## config.mk

```make
export PLATFORM = sky130hd
export DESIGN_NAME = seg7_bus_monitor
export DESIGN_NICKNAME = d
export VERILOG_FILES = /design/src/rtl/seg7_bus_monitor.sv
export SDC_FILE = /design/constraint.sdc
export NUM_CORES = 1
export LEC_CHECK = 0
export ABC_AREA = 1
export BUFFER_PORTS_ARGS = -buffer_cell sky130_fd_sc_hd__buf_2
export CORE_ASPECT_RATIO = 0.8
export CORE_MARGIN = 3
export CORE_UTILIZATION = 30
export DETAILED_ROUTE_END_ITERATION = 8
export SLEW_MARGIN = 25
export SYNTH_ARGS = -nofsm -noshare
export SYNTH_HDL_FRONTEND = slang
export SYNTH_SLANG_ARGS = --single-unit
```

## constraint.sdc

```tcl
create_clock -name clk -period 3.25 [get_ports clk]
set_clock_uncertainty 0.1 [all_clocks]
set_input_delay 0.325 -clock clk [delete_from_list [all_inputs] [get_ports clk]]
set_output_delay 0.325 -clock clk [all_outputs]
set_load 0.05 [all_outputs]
```

## src/rtl/seg7_bus_monitor.sv

```systemverilog
// Reader for a multiplexed active-low 7-segment bus: syncs, debounces, decodes to BCD per digit.
// Optional SEG7_MON_ERRCNT_EN adds a saturating err_count output.
module seg7_bus_monitor #(
    parameter int unsigned NUM_DIGITS    = 4,
    parameter int unsigned STABLE_CYCLES = 4
) (
    input  logic                    clk,
    input  logic                    rst_n,
    input  logic [0:6]              seg_in,
    input  logic [NUM_DIGITS-1:0]   an_in,
    output logic [4*NUM_DIGITS-1:0] digits_out,
    output logic [NUM_DIGITS-1:0]   digit_valid,
    output logic                    update,
`ifdef SEG7_MON_ERRCNT_EN
    output logic                    err,
    output logic [7:0]              err_count
`else
    output logic                    err
`endif
);

    localparam int unsigned SW = 7 + NUM_DIGITS;
    localparam int unsigned CW = $clog2(STABLE_CYCLES + 1);
    localparam int unsigned IW = (NUM_DIGITS > 1) ? $clog2(NUM_DIGITS) : 1;
    localparam logic [CW-1:0] CNT_MAX  = CW'(STABLE_CYCLES);
    localparam logic [CW-1:0] CNT_LAST = CW'(STABLE_CYCLES - 1);

    typedef enum logic [1:0] {StWait, StStable, StLocked} state_e;

    state_e          state_q;
    logic [CW-1:0]   stab_cnt;
    logic [SW-1:0]   sync1_q, sync2_q, prev_q;
    logic [0:6]      s_seg;
    logic [NUM_DIGITS-1:0] s_an;
    logic [3:0]      dec_val;
    logic            dec_legal;
    logic            an_blank, an_onehot;
    logic [IW-1:0]   an_idx;
    logic            same, do_commit, commit_err, commit_wr;

    assign s_seg = sync2_q[SW-1 -: 7];
    assign s_an  = sync2_q[NUM_DIGITS-1:0];
    assign same  = (sync2_q == prev_q);

    always_comb begin
        dec_legal = 1'b1;
        dec_val   = 4'h0;
        case (s_seg)
            7'b0000001: dec_val = 4'd0;
            7'b1001111: dec_val = 4'd1;
            7'b0010010: dec_val = 4'd2;
            7'b0000110: dec_val = 4'd3;
            7'b1001100: dec_val = 4'd4;
            7'b0100100: dec_val = 4'd5;
            7'b0100000: dec_val = 4'd6;
            7'b0001111: dec_val = 4'd7;
            7'b0000000: dec_val = 4'd8;
            7'b0000100: dec_val = 4'd9;
            7'b1111111: dec_val = 4'hF;
            default:    dec_legal = 1'b0;
        endcase
    end

    always_comb begin
        an_blank  = &s_an;
        an_onehot = $onehot(~s_an);
        an_idx    = '0;
        for (int i = 0; i < NUM_DIGITS; i++) begin
            if (!s_an[i]) an_idx = IW'(i);
        end
    end

    // Commit fires on the edge where the count would reach STABLE_CYCLES.
    always_comb begin
        do_commit = 1'b0;
        if (same) begin
            if (state_q == StWait && STABLE_CYCLES == 1) do_commit = 1'b1;
            if (state_q == StStable && stab_cnt >= CNT_LAST) do_commit = 1'b1;
        end
        commit_err = do_commit && !an_blank && (!an_onehot || !dec_legal);
        commit_wr  = do_commit && !an_blank && an_onehot && dec_legal;
    end

    // Sync flops reset to the idle bus (all segments and anodes off).
    always_ff @(posedge clk or negedge rst_n) begin
        if (!rst_n) begin
            sync1_q <= '1;
            sync2_q <= '1;
            prev_q  <= '1;
        end else begin
            sync1_q <= {seg_in, an_in};
            sync2_q <= sync1_q;
            prev_q  <= sync2_q;
        end
    end

    always_ff @(posedge clk or negedge rst_n) begin
        if (!rst_n) begin
            state_q     <= StWait;
            stab_cnt    <= '0;
            digits_out  <= '0;
            digit_valid <= '0;
            update      <= 1'b0;
            err         <= 1'b0;
        end else begin
            update <= 1'b0;
            err    <= 1'b0;
            if (!same) begin
                state_q  <= StWait;
                stab_cnt <= '0;
            end else begin
                if (stab_cnt != CNT_MAX) stab_cnt <= stab_cnt + CW'(1);
                unique case (state_q)
                    StWait:   state_q <= (STABLE_CYCLES == 1) ? StLocked : StStable;
                    StStable: if (do_commit) state_q <= StLocked;
                    default:  state_q <= StLocked;
                endcase
            end
            if (commit_err) err <= 1'b1;
            if (commit_wr) begin
                digits_out[4*an_idx +: 4] <= dec_val;
                digit_valid[an_idx]       <= 1'b1;
                if (!digit_valid[an_idx] || digits_out[4*an_idx +: 4] != dec_val) update <= 1'b1;
            end
        end
    end

`ifdef SEG7_MON_ERRCNT_EN
    always_ff @(posedge clk or negedge rst_n) begin
        if (!rst_n) begin
            err_count <= 8'h00;
        end else if (commit_err && err_count != 8'hFF) begin
            err_count <= err_count + 8'h01;
        end
    end
`endif

endmodule
```

; ---- Yosys cells after proc, flatten, opt, wreduce, memory -nomap -nowiden
; Index checks and enable logic that the tools add are counted.
[word_totals]
word_cells = 75
ff_bits = 60
memories = 0
ramBits = 0
mem_bits_ro = 0
in_bits = 13
out_inout_bits = 22
latch_bits = 0
[op_classes]
n_reduce_logical = 16
eq_ne = 17
div = 0
muxes = 20
n_lt_le_gt_ge = 3
addsub = 5
mul = 0
shift = 3
bitwise = 2
[op_table]
columns = op, n
row1 = $pmux W4 S10, 1
row2 = $neg A4 Y34, 1
row3 = $shift A4 B34 Y16 const A, 1
row4 = $shiftx A4 B34 Y16, 1
row5 = $eq A7 B7 Y1 const B, 3
row6 = $bwmux W16, 1
row7 = $shiftx A16 B5 Y4, 1
row8 = $eq A7 B3 Y1 const B, 2
row9 = $eq A7 B6 Y1 const B, 2
row10 = $eq A11 B11 Y1, 1
row11 = $reduce_or A11 Y1, 1
row12 = $mux W1, 9
row13 = $mux W2, 4
row14 = $eq A7 B1 Y1 const B, 1
row15 = $eq A7 B4 Y1 const B, 1
row16 = $eq A7 B5 Y1 const B, 1
row17 = $logic_not A7 Y1, 1
row18 = $logic_and A1 B1 Y1, 6
row19 = $mux W3, 2
row20 = $ne A3 B3 Y1 const B, 2
row21 = $add A1 B1 Y2, 2
row22 = $logic_not A1 Y1, 4
row23 = $ne A4 B4 Y1, 1
row24 = $not A4 Y4, 1
row25 = 15 further kinds, 16

; ---- Logic depth before layout (Yosys ltp)
; Gate-level depths: netlist of run 1.
[depth]
depth_word = 9
depth_mapped = 14
mapped_depth_nobuf = 12

; ---- Least setup slack after synthesis of run 1
; OpenSTA, ideal clock, no wires.
[synth_path]
kind = register to register
from = register sync2_q[1]
to = register digits_out[10]
setup_slack_ns = 0.952
path_stages_with_launch = 13
n_path_buf = 1
arrival_ns = 2.132
setup_ns = 0.066
cell_sequence = dfstp_2 -> fa_1 -> inv_1 -> ha_1 -> ha_1 -> nor2_1 -> nand2_1 -> inv_1 -> nand2_2 -> nor2_4 -> buf_6 -> nand3_1 -> nand2_1
[synth_via]
elab_chain_cells = 6
[synth_rtl]
columns = item, line_no
row1 = from (decl), 32  ; logic [SW-1:0] sync1_q, sync2_q, prev_q;
row2 = from (signal assigned), 92  ; sync2_q <= sync1_q;
row3 = $mux W1 / $not A4 Y4 (equally long branches), "69, 66"
row4 = $mux W2 / $add A1 B1 Y2 (equally long branches), "69, 66"
row5 = $mux W2 / $add A2 B2 Y3 (equally long branches), "69, 66"
row6 = $neg A4 Y34 / $eq A3 B1 Y1 (equally long branches), "121, 66"
row7 = "$shiftx A4 B34 Y16, or another cell as far along", 121  ; digits_out[4*an_idx +: 4] <= dec_val;
row8 = $bwmux W16 / $logic_and A1 B1 Y1 (equally long branches), "121, 81"
row9 = "to (signal, indexed assignment)", 121
row10 = to (decl), 11  ; output logic [4*NUM_DIGITS-1:0] digits_out,
; Several ways; a longest one is shown, not always the timed one.
; A chain may end at the register's enable or synchronous reset.

; ---- Final worst setup path of run 1
[layout_path]
from = register sync2_q[3]
to = register digits_out[0]
[layout_via]
elab_chain_cells = 6
[layout_rtl]
columns = item
row1 = branches (longest 6 deep; another with $neg A4 Y34)
; Parallel ways; which one is timed is not known.

==> run summary, run 1 <==
Remaining Overflow, GRT - 0
H-tree depth - 3
Critical path required time - 3.36 ns
Area growth syn-to-layout - 23.25%
Critical path capture point type - flip-flop
Class of the worst hold path - reg2reg
Yosys cell types - 28
Initial DRC count - 117
# Max-Cap Violations - 0
Vias per Instance - 4.515
CP Max Fanout - 10
RSZ-0062 raised after global routing - no
Setup Fix Bufs, Post-CTS - 0
LEAKAGE - 1.859 nW
Clk pin slew, worst setup/hold paths - 0.05 ns
# resized after CTS - 0
Design area - 0.003601 mm2
Die height - 94.27 um
Setup TNS - 0 ns
Slew margin rel. - 57.04%
Primary FF master, synth - dfstp_2
Status - completed
Vias post-DR - 2316
Final Util - 38.84%
Multi-input logic area - 0.001177 mm2
Routed WL - 6.045 mm
Power Density - 498.0 mW/mm2
Final min period - 2.518 ns
Number of synthesis warnings - 0
Die width - 116.3 um
Die area - 0.01097 mm2
CTS buffer count - 9
CTS root buf - clkbuf_16
Final Wtd Congestion - 0.8104
Vias in the first global route - 2272
Layout cells sized above 1 - 26.63%
Synth area leader - dfstp_2
Post-Synthesis Cell Area - 0.002922 mm2
Drt pass-1 iters - 5
I/O pins - 35
HPWL after detailed placement - 4.606 mm
Synth top area share - 29.68%
Nets@finish - 413
WL/cell - 11.78 um
Cts hold-fix bufs - 12
Post-synthesis async set-or-reset flop share - 100.0%
Final-report hold violation count - 0
Pins Over Slew Limit - 0
CTS Sinks - 60
Synth cell count leaders - 105 x nand2_1, 38 x inv_1, 38 x nand3_1, 35 x nor2_1, 33 x dfstp_2
Setup Viol. Count Final - 0
Max Freq - 397.1 MHz
Initial antenna violation count - 0
Initial Utilization - 31.52%
Cell area after placement - 0.003199 mm2
Synth area leaders - dfstp_2 30%, dfrtp_1 23%, nand2_1 13%, nand3_1 6.5%, inv_1 4.9%
Yosys reg bits - 60
Placed Cells incl. Taps - 485
Global-route wire length before repair - 10.65 mm
Post-synth EDFFs - 0
Post-synthesis sequential area ratio - 52.81%
Worst Path Arrival - 2.63 ns
Setup crit start kind - flip-flop
Fill cells - 948
Max rail drop VDD - 324.2 uV
Mean Syn Cell Area - 8.593 um2
Largest net degree at the start of global routing - 33
Mapped Nets - 360
DRC violations left - 0
Fin cells - 513
Sequential cell area - 0.001543 mm2
TritonCTS clock tree - done
Count leader, synth - nand2_1
Core footprint - 0.009270 mm2
Crit path kind - reg2reg
Row cnt - 31
Port Buf Inserts - 34
Post-synthesis cell count - 340
Clk buf depth - 2
Final worst path period share - 77.48%
N_diodes - 0
Final ANT Viol Nets - 0
Tightest Pin Transition - 0.6443 ns
GRT Resource Usage Total - 12.52%
Pwr Total - 1.793 mW
Worst skew pair latency - 0.33 ns
cell usage in the layout (no fill, tap or decap):
master	count
nand2_1	105
nand3_1	38
inv_1	38
nor2_1	35
buf_2	34
dfstp_2	33
dfrtp_1	27
dlygate4sd3_1	12
clkbuf_16	10
a21oi_1	9
xnor2_1	6
ha_1	6
nor2_4	5
nor2_2	5
o21ai_0	5
inv_2	4
nand3_2	4
nand2_2	3
clkinv_2	3
nand4_1	2
clkbuf_1	2
or2_1	1
nand4_4	1
nor3_1	1
a21oi_4	1
a31oi_1	1
or2_2	1
o22ai_1	1
xor2_1	1
o2111ai_1	1
fa_1	1
clkinv_4	1
buf_4	1
routing by layer:
metal / up-vias / track usage (%) / routed length, um
li1: 1171 / - / -
met1: 1065 / 17.63 / 3060
met2: 75 / 17.48 / 2526
met3: 5 / 4.636 / 404
met4: 0 / 4.348 / 53
met5: - / 0 / 0
metrics by stage:
step / worst slack [ns] / hold slack, ns
finish: 0.7319 / 0.2539
global route: 0.4718 / 0.2559
CTS: 0.6987 / 0.2541
detailed placement: 0.7059 / 0.2468
global placement: 0.7980 / 0.2467
floorplan: 0.9516 / -0.07059
power by group:
group / total [mW] / internal, mW / switching (mW)
Combinational: 0.107 / 0.0410 / 0.0656
Sequential: 0.807 / 0.786 / 0.0201
Clock: 0.880 / 0.559 / 0.321
Total: 1.79 / 1.39 / 0.407
layout make-up:
class	instances	share of cell area, %
flip-flops and latches	60	42.84
clock inverters	4	0.6602
clock buffers	12	7.158
well taps	115	3.996
multi-input cells	233	32.70
repair buffers	47	8.270
inverters	42	4.378
state kept, by name, summed over array words and instances, names as in the netlist:
register and flops:
digits_out 16, prev_q 11, sync1_q 11, sync2_q 11, digit_valid 4, stab_cnt 3
state_q 2, err 1, update 1
kinds of logic (layout without fill, tap and decap cells):
family          count (synthesis)  count (layout)  share of synthesized area, %
simple gates                  201             201                         31.26
fa+ha+maj                       7               7                         3.255
xor+xnor                        7               7                         2.099
compound gates                 18              18                         3.683
buf+inv                        47             105                         6.895
flops                          60              60                         52.81
final timing paths:
path,startpoint,end,slack (ns),depth (start not counted)
min reg2reg,sync1_q[6]$_DFF_PN1_,sync2_q[6]$_DFF_PN1_,0.25,0
max reg2reg,sync2_q[3]$_DFF_PN1_,digits_out[0]$_DFFE_PN0P_,0.73,10
min,sync1_q[6]$_DFF_PN1_,sync2_q[6]$_DFF_PN1_,0.25,0
max,sync2_q[3]$_DFF_PN1_,digits_out[0]$_DFFE_PN0P_,0.73,10
min in group asynchronous,rst_n,digit_valid[3]$_DFFE_PN0P_,0.46,2
max in group asynchronous,rst_n,sync2_q[9]$_DFF_PN1_,1.73,3
critical path: stages, from the launching register on:
cell and delay, ns:
dfstp_2 0.63, fa_1 0.45, inv_1 0.07, ha_1 0.13, ha_1 0.22, nor2_1 0.10
nand2_1 0.10, a21oi_4 0.24, nand3_1 0.21, nand2_1 0.11, nand2_1 0.05
No activity file was read; power rests on OpenSTA's default activity.
==> run 2: changes to the inputs <==
- ABC_AREA: 1 -> 0
- clock period: 3.25 -> 2.1 ns (I/O delays scaled with it)
==> run 2 against run 1 <==
Compared with the run above:
- the flow now finishes with violations (negative setup slack)
- global-route usage is 1.5 points lower
- synthesized cell count down 41%
- utilization grew 3.3 points
- clock power increased by 3.0%
- sequential cell count is the same
- non-clock buffer count increased by 35
- power up 31%
- critical path depth increased by 1
- area after synthesis is 9.1% lower
- maximum frequency fell by 12%
- count of clock-buffer cells in the layout down 3
==> run summary, run 2 <==
Synth area leader - dfstp_2
CTS Sinks - 60 (unchanged)
Area growth syn-to-layout - 35.70%
CP Max Fanout - 5 (-5)
Post-synthesis sequential area ratio - 58.08% (+5.3 points)
Core footprint - 0.008558 mm2 (-7.7%)
Post-Place Worst Slack - -0.7604 ns (-1.466 ns)
Yosys cell types - 46 (+64%)
Die area - 0.01003 mm2 (-8.6%)
Power Density - 652.6 mW/mm2 (+31%)
LEAKAGE - 1.662 nW (-11%)
Final-report hold violation count - 0 (unchanged)
N_diodes - 0 (unchanged)
Final worst path period share - 135.9% (+58 points)
Primary FF master, synth - dfstp_2
Post-synth EDFFs - 0 (unchanged)
Max Freq - 350.4 MHz (-12%)
Max FFs per register - 16 (unchanged)
Vias per Instance - 4.454 (-1.3%)
Mapped Nets - 220 (-39%)
# Max-Cap Violations - 0 (unchanged)
Count leader, synth - dfstp_2
I/O pins - 35 (unchanged)
Tightest Pin Transition - 0.3687 ns (-0.2757 ns)
Max rail drop VDD - 404.5 uV (+25%)
Global-route wire length before repair - 8.838 mm (-17%)
Port Buf Inserts - 34 (unchanged)
Yosys reg bits - 60 (unchanged)
Synth cell count leaders - 33 x dfstp_2, 27 x dfrtp_1, 16 x mux2_2
Post-route setup slack - -0.7540 ns (-1.486 ns)
Clk buf depth - 2 (unchanged)
Post-synthesis cell count - 200 (-41%)
GRT Resource Usage Total - 11.03% (-1.5 points)
DRC violations left - 0 (unchanged)
Synth top area share - 32.64% (+3.0 points)
Slowest CP cell - dfstp_2
Setup crit start kind - flip-flop
Largest net degree at the start of global routing - 32 (-3.0%)
Final Wtd Congestion - 0.7805 (-3.7%)
Post-synthesis async set-or-reset flop share - 100.0% (unchanged)
Remaining Overflow, GRT - 0 (unchanged)
Final min period - 2.854 ns (+0.3358 ns)
Commonest cells after routing, fill and taps aside - 34 x buf_2, 33 x dfstp_2, 32 x buf_4
RSZ-0062 raised after global routing - yes
Largest reg by FF count - digits_out
WL/cell - 13.05 um (+11%)
Routed WL - 5.234 mm (-13%)
Worst Path Arrival - 2.97 ns (+0.34 ns)
HPWL after detailed placement - 3.707 mm (-20%)
Slew margin rel. - 75.37% (+18 points)
H-tree depth - 3 (unchanged)
Mean Syn Cell Area - 13.28 um2 (+55%)
Pins Over Slew Limit - 0 (unchanged)
Layout cells sized above 1 - 53.98% (+27 points)
Initial antenna violation count - 0 (unchanged)
Post-Synthesis Cell Area - 0.002656 mm2 (-9.1%)
Setup TNS - -14.25 ns (-14.25 ns)
CTS buffer count - 9 (unchanged)
CTS root buf - clkbuf_8
Drt pass-1 iters - 4 (-1)
Synth area leaders - dfstp_2 33%, dfrtp_1 25%, mux2_2 6.8%, xor2_1 3.6%, ha_1 2.8%
Crit path kind - reg2reg
Crit path cell chain - fa_1 -> inv_2 -> ha_4 -> ha_4 -> nor2_4 -> nand2_2 -> nor2_4 -> o21ai_4 -> a2111oi_4 -> buf_4 -> mux2_4
Die width - 111.2 um (-4.4%)
Initial Utilization - 31.04% (-0.48 points)
Critical path capture point type - flip-flop
Nets@finish - 304 (-26%)
Leading cell type in the layout, fill and taps excluded - buf_2
Violated checks - negative setup slack
Row cnt - 30 (-3.2%)
TritonCTS clock tree - done
Clk pin slew, worst setup/hold paths - 0.07 ns (+0.02 ns)
Setup Viol. Count Final - 22 (+22)
Vias post-DR - 1786 (-23%)
Status - complete, but fails checks
Class of the worst hold path - in2async
Die height - 90.17 um (-4.3%)
Final ANT Viol Nets - 0 (unchanged)
Largest stage delay, worst path - 0.54 ns (-0.09 ns)
Worst skew pair latency - 0.34 ns (about the same)
Critical path required time - 2.22 ns (-1.14 ns)
Initial DRC count - 50 (-57%)
Vias in the first global route - 1784 (-21%)
WHS - 0.1806 ns (-0.07329 ns)
Number of synthesis warnings - 0 (unchanged)
run 2: cell types whose count changed in the layout (fill, tap and decap cells not counted), moves of 5 or more:
| cell | change |
|---|---|
| mux2_4 | +12 |
| mux2i_1 | +5 |
| nand3_1 | -34 |
| inv_1 | -30 |
| clkbuf_8 | +9 |
| buf_4 | +31 |
| xor2_1 | +10 |
| nor2_1 | -27 |
| nand2_1 | -101 |
| clkbuf_16 | -10 |
run 2: path summary, 6_finish.rpt:
kind	endpoint	slack [ns]	start	cells past startpoint
max	digits_out[7]$_DFFE_PN0P_	-0.75	sync2_q[3]$_DFF_PN1_	11
min	state_q[0]$_DFFE_PN0P_	0.18	rst_n	2
max reg2reg	digits_out[7]$_DFFE_PN0P_	-0.75	sync2_q[3]$_DFF_PN1_	11
min reg2reg	sync2_q[10]$_DFF_PN1_	0.26	sync1_q[10]$_DFF_PN1_	0
max in group asynchronous	prev_q[5]$_DFF_PN1_	1.00	rst_n	3
min in group clk	sync2_q[10]$_DFF_PN1_	0.26	sync1_q[10]$_DFF_PN1_	0
run 2: cell families (layout without fill, tap and decap cells):
family	after synthesis	in the layout	share of synthesized area [%]
DFF	60	60	58.08
and+or+nand+nor	43	43	9.421
AOI/OAI and AO/OA	33	33	10.98
muxes	21	21	8.667
xor gates and xnor gates	18	18	5.935
buffers and inverters	18	107	3.344
adders and majority gates	7	7	3.580
run 2: critical path: cells and delay by family, from the launching register on:
family / cells / cell delay (ns)
fa+ha+maj: 3 / 0.75
simple gates: 3 / 0.27
buf+inv: 2 / 0.27
mux: 1 / 0.29
compound gates: 2 / 0.49
flops: 1 / 0.54
run 2: timing repair:
item,4_1_cts,5_1_grt
endpoints found under the setup margin,22,22
gates cloned,0,0
resized for setup,16,13
setup buffers,5,0
endpoints found under the hold margin,24,0
hold buffers,12,0
pin swaps,7,11
run 2: cell type report:
class	count	area [um2]
timing repair buffer	82	584.3
inverter	9	33.78
multi-input combinational	122	1131
clock buffer	9	123.9
sequential	60	1543
fill	817	4954
clock inverter	7	48.80
tap	112	140.1
run 2: per-stage QoR:
step / total power, mW / util [%] / area [um2] / cells
6_report: 2.353 / 42.12 / 3605 / 401
5_1_grt: 2.490 / 42.12 / 3605 / 401
4_1_cts: 2.372 / 41.48 / 3550 / 401
3_5_place_dp: 1.421 / 36.89 / 3157 / 368
3_3_place_gp: 1.418 / 36.89 / 3157 / 368
2_1_floorplan: 1.343 / - / 2656 / 200
run 2: where the power goes:
group          switching [mW]  total (mW)  internal, mW  leakage (nW)
registers              0.0209        1.24          1.21         0.724
clock network           0.475       0.906         0.432        0.0942
logic                   0.108       0.211         0.103         0.843
total                   0.604        2.35          1.75          1.66
run 2: per-layer routing:
metal / track usage [%] / up-vias / part of all wire, %
met5: 0 / - / 0
met4: 4.255 / 0 / 1.4
met3: 3.769 / 7 / 4.2
met2: 16.42 / 32 / 46
met1: 14.81 / 871 / 49
li1: - / 876 / -
==> run 3: changes to the inputs <==
- BUFFER_PORTS_ARGS: -buffer_cell sky130_fd_sc_hd__buf_2 -> -buffer_cell sky130_fd_sc_hd__buf_4
- RECOVER_POWER: not set -> 50
- SLEW_MARGIN: 25 -> 20
==> run 3 against run 2 <==
Compared with the run above:
- the run still ends with negative setup slack left
- die area stayed put
- final cell count is 0.25% lower
- non-clock buffer count is 1 lower
- hold slack better by 0.073 ns
- sequential cell count stayed put
- final area is 1.7% higher
- wire length is 2.0% higher
- first-iteration DRC count is 26% higher
- worst setup slack worse by 0.0063 ns
- sequential share of layout area is 0.73 points lower
- utilization is 0.73 points higher
- sequential power hardly changed
- largest power group unchanged
- highest routed layer unchanged
==> run summary, run 3 (synthesis gave the netlist of run 2 again) <==
Vias per Instance - 4.463 (+0.19%)
CTS buffer count - 9 (unchanged)
Worst reg2reg startpoint - sync2_q[0]$_DFF_PN1_
Die width - 111.2 um (unchanged)
Status - complete, but fails checks
Hold_sp - sync1_q[9]$_DFF_PN1_
Violated checks - negative setup slack
CTS Sinks - 60 (unchanged)
Buffers & Inverters on Critical Path - 2 (unchanged)
Worst skew pair latency - 0.33 ns (about the same)
Largest reg by FF count - digits_out
Nets@finish - 303 (-0.33%)
Final-report hold violation count - 0 (unchanged)
RSZ-0062 raised after global routing - yes
Vias post-DR - 1785 (-0.056%)
Max FFs per register - 16 (unchanged)
Worst Reg2Reg Path Length in Cells - 10 (-1)
Remaining Overflow, GRT - 0 (unchanged)
GRT Resource Usage Total - 11.62% (+0.59 points)
Slew margin rel. - 5.297% (-70 points)
Drt pass-1 iters - 4 (unchanged)
Setup crit start kind - flip-flop
Post-Place Worst Slack - -0.7781 ns (-0.01768 ns)
Placed Cells incl. Taps - 365 (-0.82%)
TritonCTS clock tree - done
Vias in the first global route - 1813 (+1.6%)
Setup Viol. Count Final - 22 (unchanged)
CP Max Fanout - 5 (unchanged)
Area growth syn-to-layout - 38.06%
Core footprint - 0.008558 mm2 (unchanged)
Slowest CP cell - dfstp_2
Delay-heaviest family, CP - adder cells
Largest net degree at the start of global routing - 61 (+91%)
Layout cells sized above 1 - 50.35% (-3.6 points)
Die area - 0.01003 mm2 (unchanged)
Max Freq - 349.6 MHz (-0.22%)
N_diodes - 0 (unchanged)
Port Buf Inserts - 34 (unchanged)
WL/cell - 13.35 um (+2.3%)
Fin cells - 400 (-0.25%)
# Max-Cap Violations - 0 (unchanged)
Largest stage delay, worst path - 0.55 ns (about the same)
Critical path required time - 2.22 ns (about the same)
Leading cell type in the layout, fill and taps excluded - buf_4
Commonest cells after routing, fill and taps aside - 55 x buf_4, 29 x dfstp_2, 27 x dfrtp_1
Initial Utilization - 31.04% (unchanged)
Pins Over Slew Limit - 0 (unchanged)
LEAKAGE - 1.649 nW (-0.80%)
Routed WL - 5.339 mm (+2.0%)
Global-route wire length before repair - 9.232 mm (+4.5%)
Initial DRC count - 63 (+26%)
Crit path cell chain - fa_1 -> inv_1 -> ha_2 -> ha_4 -> nor2_4 -> nand2_2 -> o21bai_4 -> a2111oi_4 -> buf_4 -> mux2_4
DRC violations left - 0 (unchanged)
WHS Path Cells - 0
Row cnt - 30 (unchanged)
Final ANT Viol Nets - 0 (unchanged)
Critical path capture point type - flip-flop
Post-route setup slack - -0.7603 ns (-0.006333 ns)
Final min period - 2.860 ns (+0.006333 ns)
CTS root buf - clkbuf_8
Setup TNS - -15.06 ns (-0.8076 ns)
I/O pins - 35 (unchanged)
Crit path kind - reg2reg
Final Wtd Congestion - 0.7162 (-8.2%)
WHS - 0.2540 ns (+0.07338 ns)
Clk pin slew, worst setup/hold paths - 0.06 ns (about the same)
Class of the worst hold path - reg2reg
Clk buf depth - 2 (unchanged)
HPWL after detailed placement - 3.738 mm (+0.82%)
Power Density - 664.1 mW/mm2 (+1.8%)
WP depth - 10 (-1)
Tightest Pin Transition - 1.421 ns (+1.052 ns)
Initial antenna violation count - 0 (unchanged)
Final worst path period share - 136.2% (+0.30 points)
Crit. Startpoint - sync2_q[0]$_DFF_PN1_
Die height - 90.17 um (unchanged)
H-tree depth - 3 (unchanged)
Worst Path Arrival - 2.98 ns (about the same)
Max rail drop VDD - 407.9 uV (+0.83%)
run 3: layout make-up:
class / count / area (um2)
clock inverter: 2 / 15.01
inverter: 9 / 33.78
sequential: 60 / 1543
tap: 112 / 140.1
fill: 813 / 4891
multi-input combinational: 122 / 1116
timing repair buffer: 81 / 635.6
clock buffer: 14 / 183.9
run 3: routing by layer:
metal	up-vias	global-route usage [%]	routed length, um
met2	31	16.21	2392
met1	880	16.14	2720
met5	-	0	0
li1	868	-	-
met4	0	4.255	48
met3	6	4.711	178
run 3: what timing repair did:
item                                    CTS  global route
buffers inserted                          5             2
hold endpoints to repair                 38             0
pin swaps                                 6             8
endpoints found under the setup margin   22            22
hold buffers                             12             0
gates resized for setup                  10            13
run 3: power by group:
part / internal, mW / leakage (nW) / switching, mW
clock network: 0.566 / 0.0941 / 0.431
registers: 1.21 / 0.722 / 0.0208
logic: 0.101 / 0.832 / 0.105
total: 1.88 / 1.65 / 0.556
run 3: worst paths after layout:
| kind | slack, ns | to |
|---|---|---|
| max | -0.76 | digits_out[11]$_DFFE_PN0P_ |
| min | 0.25 | sync2_q[9]$_DFF_PN1_ |
| max reg2reg | -0.76 | digits_out[11]$_DFFE_PN0P_ |
| min reg2reg | 0.25 | sync2_q[9]$_DFF_PN1_ |
| max in group asynchronous | 0.41 | stab_cnt[0]$_DFFE_PN0P_ |
| min in group asynchronous | 0.64 | digits_out[7]$_DFFE_PN0P_ |
run 3: stage by stage:
| stage | power [mW] | util, % | cell area [um2] |
|---|---|---|---|
| 5_1_grt | 2.567 | 42.85 | 3667 |
| 3_5_place_dp | 1.425 | 37.47 | 3207 |
| 3_3_place_gp | 1.422 | 37.47 | 3207 |
| 6_report | 2.436 | 42.85 | 3667 |
| 2_1_floorplan | 1.343 | - | 2656 |
| 4_1_cts | 2.464 | 42.11 | 3603 |
